## src/rtl/vscale_htif_pcr_host.sv

```systemverilog
// rtl/vscale_htif_pcr_host.sv - HTIF PCR initiator: host CSR commands plus periodic to_host poller.
module vscale_htif_pcr_host #(
  parameter int                    ADDR_WIDTH    = 12,
  parameter int                    DATA_WIDTH    = 64,
  parameter logic [ADDR_WIDTH-1:0] TO_HOST_ADDR  = 12'h780,
  parameter int                    POLL_INTERVAL = 16
) (
  input  logic                  clk,
  input  logic                  reset,
  input  logic                  cmd_valid,
  output logic                  cmd_ready,
  input  logic                  cmd_rw,
  input  logic [ADDR_WIDTH-1:0] cmd_addr,
  input  logic [DATA_WIDTH-1:0] cmd_wdata,
  output logic                  rsp_valid,
  input  logic                  rsp_ready,
  output logic [DATA_WIDTH-1:0] rsp_data,
  output logic                  tohost_valid,
  input  logic                  tohost_ready,
  output logic [DATA_WIDTH-1:0] tohost_data,
  output logic                  pcr_req_valid,
  input  logic                  pcr_req_ready,
  output logic                  pcr_req_rw,
  output logic [ADDR_WIDTH-1:0] pcr_req_addr,
  output logic [DATA_WIDTH-1:0] pcr_req_data,
  input  logic                  pcr_resp_valid,
  output logic                  pcr_resp_ready,
  input  logic [DATA_WIDTH-1:0] pcr_resp_data
);

  localparam int                CNT_W       = $clog2(POLL_INTERVAL + 1);
  localparam logic [CNT_W-1:0]  POLL_RELOAD = CNT_W'(POLL_INTERVAL - 1);

  typedef enum logic [1:0] {IDLE, REQ, WAIT, RSP} state_t;

  state_t           state;
  logic             src_poll;
  logic [CNT_W-1:0] poll_cnt;
  logic             poll_due;

  assign cmd_ready      = (state == IDLE);
  assign pcr_req_valid  = (state == REQ);
  assign pcr_resp_ready = (state == WAIT);
  assign rsp_valid      = (state == RSP);

  // The CSR file clears to_host on read, so a poll while the buffer is full would lose data.
  assign poll_due = (poll_cnt == '0) && !tohost_valid;

  always_ff @(posedge clk) begin
    if (reset) begin
      state        <= IDLE;
      src_poll     <= 1'b0;
      poll_cnt     <= POLL_RELOAD;
      pcr_req_rw   <= 1'b0;
      pcr_req_addr <= '0;
      pcr_req_data <= '0;
      rsp_data     <= '0;
      tohost_valid <= 1'b0;
      tohost_data  <= '0;
    end else begin
      if (tohost_valid && tohost_ready)
        tohost_valid <= 1'b0;

      case (state)
        IDLE: begin
          if (poll_cnt != '0)
            poll_cnt <= poll_cnt - 1'b1;
          if (cmd_valid) begin
            pcr_req_rw   <= cmd_rw;
            pcr_req_addr <= cmd_addr;
            pcr_req_data <= cmd_rw ? cmd_wdata : '0;
            src_poll     <= 1'b0;
            state        <= REQ;
          end else if (poll_due) begin
            pcr_req_rw   <= 1'b0;
            pcr_req_addr <= TO_HOST_ADDR;
            pcr_req_data <= '0;
            src_poll     <= 1'b1;
            state        <= REQ;
          end
        end
        REQ: begin
          if (pcr_req_ready)
            state <= WAIT;
        end
        WAIT: begin
          if (pcr_resp_valid) begin
            if (src_poll) begin
              if (pcr_resp_data != '0) begin
                tohost_valid <= 1'b1;
                tohost_data  <= pcr_resp_data;
              end
              poll_cnt <= POLL_RELOAD;
              state    <= IDLE;
            end else begin
              rsp_data <= pcr_resp_data;
              state    <= RSP;
            end
          end
        end
        RSP: begin
          if (rsp_ready)
            state <= IDLE;
        end
        default: state <= IDLE;
      endcase
    end
  end

endmodule
```

## config.mk

```make
export PLATFORM = sky130hd
export DESIGN_NAME = vscale_htif_pcr_host
export DESIGN_NICKNAME = d
export VERILOG_FILES = /design/src/rtl/vscale_htif_pcr_host.sv
export SDC_FILE = /design/constraint.sdc
export NUM_CORES = 1
export LEC_CHECK = 0
export ABC_AREA = 1
export CELL_PAD_IN_SITES_DETAIL_PLACEMENT = 0
export CELL_PAD_IN_SITES_GLOBAL_PLACEMENT = 1
export CORE_MARGIN = 2
export CORE_UTILIZATION = 27
export CTS_BUF_LIST = sky130_fd_sc_hd__clkbuf_4
export DETAILED_ROUTE_END_ITERATION = 7
export MAX_ROUTING_LAYER = met4
export PLACE_DENSITY = 0.85
export RECOVER_POWER = 50
export SYNTH_ARGS = -nofsm -noshare
export SYNTH_HDL_FRONTEND = slang
export SYNTH_SLANG_ARGS = --single-unit
```

## constraint.sdc

```tcl
create_clock -name clk -period 1.3 [get_ports clk]
set_input_delay 0.26 -clock clk [delete_from_list [all_inputs] [get_ports clk]]
set_output_delay 0.26 -clock clk [all_outputs]
set_load 0.05 [all_outputs]
```

==> key figures, run 1 <==
Cells and area
  – Core Util, Final: 0.653
  – Final net count: 1,860
  – Share of cells above drive strength 1: 0.605
  – P&R area growth vs syn: 138%
  – Final Non-Filler Cells: 2,150

GRT
  – Total track usage: 0.218
  – Largest net degree at the start of global routing: 76
  – Number of global-route vias before repair: 10,400
  – GRT overflow: 0
  – Initial antenna violation count: 1
  – First-pass GRT wire length: 55,800 microns

Critical path
  – Crit path required time: 1040 ps
  – CP max FO: 4
  – Crit path top cell by count: buf_6
  – Crit Path Category: reg2out
  – Internal reg-to-reg setup slack: -340 ps
  – Max incr delay on CP: 320 ps
  – CP Capture Type: output pin
  – Slowest cell on the critical path: dfxtp_2
  – Worst setup SP type: flop
  – CP bufs+invs: 3
  – Critical-path cell list: buf_6 > nor2_4 > buf_6 > buf_12
  – Critical path's top delay family: buffers and inverters
  – Worst EP arrival: 1480 ps

Route
  – Pre-Repair DR Iteration Count: 5
  – Via count: 10,300
  – Avg WL per Cell: 18.3 microns
  – Detailed Route Iter0 Violations: 414
  – DRC errors left: 0
  – DR vias/cell: 4.79
  – Post-route ant nets: 0
  – WL final: 39,400 microns

Placement
  – DP HPWL: 22,500 microns
  – Routability Congestion: 0.849
  – Dpl cells: 1,881
  – PortBufs: 357
  – Pre-CTS WS: -795 ps

Clocking
  – CTS Buffer Depth: 3
  – CTS buffer count: 59
  – CTS tree: done
  – CTS Sinks: 214
  – Skew-Pair Late Insertion Delay: 710 ps
  – H-Tree Depth: 2
  – Clock-pin slew on the worst setup and hold paths: 70 ps
  – Root buf cell: clkbuf_4

Floorplan
  – Chip height: 181 microns
  – Core footprint: 30,700 sq um
  – Row count: 64
  – IO Pins: 358
  – Die footprint: 32,600 sq um
  – Chip Width: 181 microns
  – Initial Util: 0.274

Outcome
  – Outcome: finished, violations left
  – Failing checks: negative setup slack

Pwr
  – Total power: 0.0277 W
  – Pwr Density: 1380 nW/um^2
  – Static Leakage: 8.35 nW
  – Worst vdd ir: 0.000951 V

Job
  – Max cap viols: 0

Timing
  – Fin crit share: 1.34
  – Max-Slew Margin vs Limit: 0.635
  – Hold Violations, Final: 0
  – RSZ-0062 raised after global routing: yes
  – Post-layout worst setup margin: -437 ps
  – Final setup vio count: 424
  – Max frequency: 576 MHz
  – WHS: 135 ps
  – Setup Skew: 56.0 ps
  – Tmin final: 1740 ps
  – Slew Limit Fails: 0
  – Tightest Pin Transition: 547 ps

Yosys
  – Cell area after synthesis: 8420 sq um
  – Syn Inst Count: 1,110
  – Synth warn: 0
  – Register area share after synthesis: 0.509
  – Post-synthesis net count: 1,260
  – Yosys reg bits: 214
  – Post-synth cell types: 23
  – Mapped Avg Cell Area: 7.58 sq um

Worst hold path
  – Min-delay worst type: in2reg
## placed cells by master (no fill, tap or decap), types with 74 or more instances in the layout
master,count
dfxtp_4,95
a21oi_1,92
nor2_1,104
buf_12,249
nand3_1,94
a21oi_2,113
clkdlybuf4s50_1,146
clkbuf_4,87
buf_4,159
inv_1,74
nand2_1,89
dfxtp_2,115
## worst min-delay path, cell delays in order
cell and delay, ps:
clkdlybuf4s50_1 390, nand3_1 100, a21oi_2 60
## path summary, 6_finish.rpt
check | start | endpoint | cells after the start
max | state[1] | cmd_ready | 4
min | cmd_wdata[33] | pcr_req_data[33] | 3
max reg2reg | poll_cnt[1] | pcr_req_data[44] | 10
min reg2reg | pcr_req_addr[3] | pcr_req_addr[3] | 2
## state kept, by name (all words and copies together), names as in the netlist
signal	flops
src_poll	1
pcr_req_addr	12
poll_cnt	5
rsp_data	64
pcr_req_data	64
state	2
pcr_req_rw	1
tohost_data	64
tohost_valid	1
## per-layer routing
metal,up-vias,global-route usage,routed length (microns),part of all wire
met5,-,-,0,0
met4,0,0.0768,1230,0.031
met3,75,0.0661,3330,0.084
met2,422,0.385,20700,0.52
met1,4920,0.230,14200,0.36
li1,4885,-,-,-
## Yosys cell counts (all sizes together)
| library cell | count | area [sq um] |
|---|---|---|
| dfxtp | 214 | 4280 |
| a21oi | 211 | 1060 |
| nand2 | 178 | 671 |
| nand3 | 141 | 706 |
| nor2 | 113 | 432 |
| inv | 81 | 304 |
| o21ai | 71 | 355 |
| buf | 61 | 413 |
| clkbuf | 28 | 105 |
| ha | 2 | 25.0 |
| nand3b | 2 | 15.0 |
| nor3 | 2 | 10.0 |
| or2 | 2 | 12.5 |
| xor2 | 2 | 17.5 |
| clkinv | 1 | 3.75 |
| o22ai | 1 | 6.26 |
## logic make-up (layout without fill, tap and decap cells)
kind of cell / Yosys count / after routing / synth area share
AO/OA/AOI/OAI: 283 / 283 / 0.168
XOR/XNOR: 2 / 2 / 0.00208
adder cells (fa/ha/maj): 2 / 2 / 0.00297
buffers and inverters: 171 / 813 / 0.0981
flip-flops: 214 / 214 / 0.509
other: 0 / 1 / 0
AND/OR/NAND/NOR: 438 / 439 / 0.219
## power by group
part,internal (W),switching (W)
clock,0.00304,0.00297
sequential,0.00739,0.000817
combinational,0.00670,0.00680
total,0.0171,0.0106
## cell type report
cell class | instances | area [sq um]
clock buffers | 87 | 653
well taps | 396 | 495
diodes | 1 | 2.50
multi-input cells | 726 | 4770
clock inverters | 17 | 63.8
fillers | 2101 | 10600
repair inverters | 2 | 46.3
repair buffers | 625 | 8890
flip-flops and latches | 214 | 4780
inverters | 82 | 323
## what timing repair did
action / CTS / global route
gates resized for setup: 523 / 267
gates cloned: 32 / 1
hold buffers: 1 / 0
endpoints found under the hold margin: 10 / 0
buffers inserted: 50 / 89
setup endpoints to repair: 416 / 424
pin swaps: 72 / 46
## per-stage QoR
step,area [sq um],setup TNS (ps)
4_1_cts,18500,-96060
5_1_grt,20000,-107880
6_report,20000,-80910
2_1_floorplan,8480,-6660
3_3_place_gp,15100,-95370
3_5_place_dp,15100,-98330
Power figures use the tool's default switching activity.
==> run 2, diff against run 1 <==
- CTS_BUF_LIST: sky130_fd_sc_hd__clkbuf_4 -> default
==> run 2 against run 1 <==
Clock power increased by 14%. Cell area decreased by 0.29%. Final cell count decreased by 2.7%. Non-clock buffer count increased by 2. Sequential cell count unchanged. The run still ends with negative setup slack left. Maximum frequency increased by 7.9%. Die area unchanged. Largest power group unchanged.
==> key figures, run 2 (synthesis gave the netlist of run 1 again) <==
Outcome
  – Outcome: finished, violations left
  – Failing checks: negative setup slack

Critical path
  – CP Capture Type: output pin
  – CP max FO: 4 (unchanged)
  – Crit Path Category: reg2out
  – R2R Path Start: poll_cnt[0]
  – Worst EP arrival: 1350 ps (-130 ps)
  – Internal reg-to-reg setup slack: -290 ps (+50 ps)
  – R2R cell count: 10 (unchanged)
  – Worst setup SP type: flop
  – End of the critical path: cmd_ready
  – FF-to-FF End: pcr_req_data[57]
  – Crit path required time: 1040 ps (about the same)
  – Crit path from: state[1]

Route
  – Met3 wire len: 3320 microns (-0.45%)
  – Post-route ant nets: 0 (unchanged)
  – Via count: 10,400 (+0.87%)
  – Avg WL per Cell: 19.6 microns (+6.6%)
  – DR vias/cell: 4.97 (+3.6%)
  – Post-Route M1 WL: 14,500 microns (+1.8%)
  – DR top layer: met4
  – DRC errors left: 0 (unchanged)
  – Routed met2 length: 21,400 microns (+3.5%)
  – WL final: 40,900 microns (+3.8%)
  – Detailed Route Iter0 Violations: 472 (+14%)
  – Pre-Repair DR Iteration Count: 5 (unchanged)

GRT
  – Number of global-route vias before repair: 9,802 (-5.8%)
  – Initial antenna violation count: 0 (-1)
  – Total track usage: 0.210 (-0.00839)
  – Largest net degree at the start of global routing: 76 (unchanged)
  – First-pass GRT wire length: 53,500 microns (-4.2%)
  – GRT overflow: 0 (unchanged)

Timing
  – Tightest Pin Transition: 411 ps (-136 ps)
  – Tmin final: 1610 ps (-127 ps)
  – Max-Slew Margin vs Limit: 0.726 (+0.0910)
  – Max frequency: 621 MHz (+7.9%)
  – RSZ-0062 raised after global routing: yes
  – WHS: 94.2 ps (-41.0 ps)
  – Post-layout worst setup margin: -310 ps (+127 ps)
  – Final setup TNS: -43,040 ps (+37,860 ps)
  – Setup Skew: 8.95 ps (-47.1 ps)
  – Slew Limit Fails: 0 (unchanged)
  – Fin crit share: 1.24 (-0.0977)
  – Hold Violations, Final: 0 (unchanged)
  – Final setup vio count: 266 (-37%)

Pwr
  – Static Leakage: 8.17 nW (-2.1%)
  – Pwr Density: 1390 nW/um^2 (+0.22%)
  – Worst vdd ir: 0.00111 V (+17%)

Clocking
  – Hold Buf Count CTS: 0 (-1)
  – CTS Buffer Depth: 3 (unchanged)
  – CTS tree: done
  – Clock-pin slew on the worst setup and hold paths: 60 ps (about the same)
  – Root buf cell: clkbuf_16
  – CTS Sinks: 214 (unchanged)
  – H-Tree Depth: 1 (-1)
  – Skew-Pair Late Insertion Delay: 540 ps (-170 ps)
  – CTS buffer count: 25 (-58%)

Cells and area
  – Fillers: 2,095 (-0.29%)
  – Register Area: 4750 sq um (-0.78%)
  – Most common cell after layout, fill and taps aside: buf_12
  – Final net count: 1,828 (-1.7%)
  – ANT cells: 0 (-1)
  – Top flop regs: pcr_req_data: 64 flops, rsp_data: 64 flops, tohost_data: 64 flops
  – Most frequent cells in the layout: 242 x buf_12, 158 x buf_4, 127 x dfxtp_2
  – Share of cells above drive strength 1: 0.608 (+0.00288)
  – P&R area growth vs syn: 137%
  – Multi-input gate area: 4700 sq um (-1.5%)

Floorplan
  – Chip Width: 181 microns (unchanged)
  – Chip height: 181 microns (unchanged)
  – IO Pins: 358 (unchanged)
  – Die footprint: 32,600 sq um (unchanged)
  – Core footprint: 30,700 sq um (unchanged)
  – Initial Util: 0.274 (unchanged)
  – Row count: 64 (unchanged)

Job
  – Max cap viols: 0 (unchanged)

Placement
  – DP HPWL: 22,500 microns (unchanged)
  – PortBufs: 357 (unchanged)
  – Routability Congestion: 0.849 (unchanged)

Worst hold path
  – Min-delay worst type: in2reg
[run 2: cell types whose count changed in the layout (fill, tap and decap cells not counted), moves of 20 or more]
cell / previous run / this run
clkbuf_16: 1 / 37
clkbuf_4: 87 / 0
clkdlybuf4s50_1: 146 / 82
dlygate4sd2_1: 0 / 52
nand2_1: 89 / 113
nand2_2: 15 / 35
nand2_4: 71 / 27
o21ai_1: 60 / 26
o21ai_2: 6 / 35
[run 2: worst min path at each step]
stage | startpoint | endpoint | slack [ps] | cells after the start
floorplan | pcr_resp_data[0] | rsp_data[0] | 410 | 2
global placement | poll_cnt[4] | poll_cnt[4] | 450 | 2
detailed placement | poll_cnt[4] | poll_cnt[4] | 460 | 2
CTS | pcr_resp_data[11] | rsp_data[11] | 70 | 3
global route | pcr_resp_data[10] | rsp_data[10] | 90 | 3
finish | pcr_resp_data[10] | rsp_data[10] | 90 | 3
[run 2: power by group]
group	total (W)	switching (W)	internal [W]
Combinational	0.0126	0.00640	0.00624
Clock	0.00683	0.00294	0.00388
Sequential	0.00823	0.000829	0.00740
Total	0.0277	0.0102	0.0175
[run 2: per-stage QoR]
| step | power [W] | utilization | cell area [sq um] | setup slack (ps) | std cells |
|---|---|---|---|---|---|
| 2_1_floorplan | 0.0126 | - | 8480 | -151 | 1110 |
| 3_3_place_gp | 0.0178 | 0.493 | 15100 | -780 | 1881 |
| 3_5_place_dp | 0.0179 | 0.493 | 15100 | -795 | 1881 |
| 4_1_cts | 0.0258 | 0.576 | 17700 | -315 | 1982 |
| 5_1_grt | 0.0287 | 0.651 | 20000 | -379 | 2093 |
| 6_report | 0.0277 | 0.651 | 20000 | -310 | 2093 |
[run 2: timing repair]
| item | in CTS | in global routing |
|---|---|---|
| pin swaps | 99 | 99 |
| gates resized for setup | 332 | 497 |
| endpoints found under the setup margin | 408 | 424 |
| gates cloned | 29 | 14 |
| setup buffers | 27 | 105 |
[run 2: layout make-up]
class,count,area share
timing repair inverter,1,0.000814
inverter,82,0.0162
tap,396,0.0248
multi-input combinational,727,0.235
sequential,214,0.238
timing repair buffer,627,0.446
clock buffer,38,0.0368
clock inverter,8,0.00219
[run 2: per-layer routing]
metal  vias up  global-route usage
li1       4807                   -
met4         0              0.0784
met5         -                   -
met3       112              0.0614
met1      4992               0.225
met2       481               0.365
[run 2: critical path: stages (launching register included)]
cell and delay [ps]:
dfxtp_2 340, buf_6 130, nor2_4 100, buf_6 120
buf_12 120
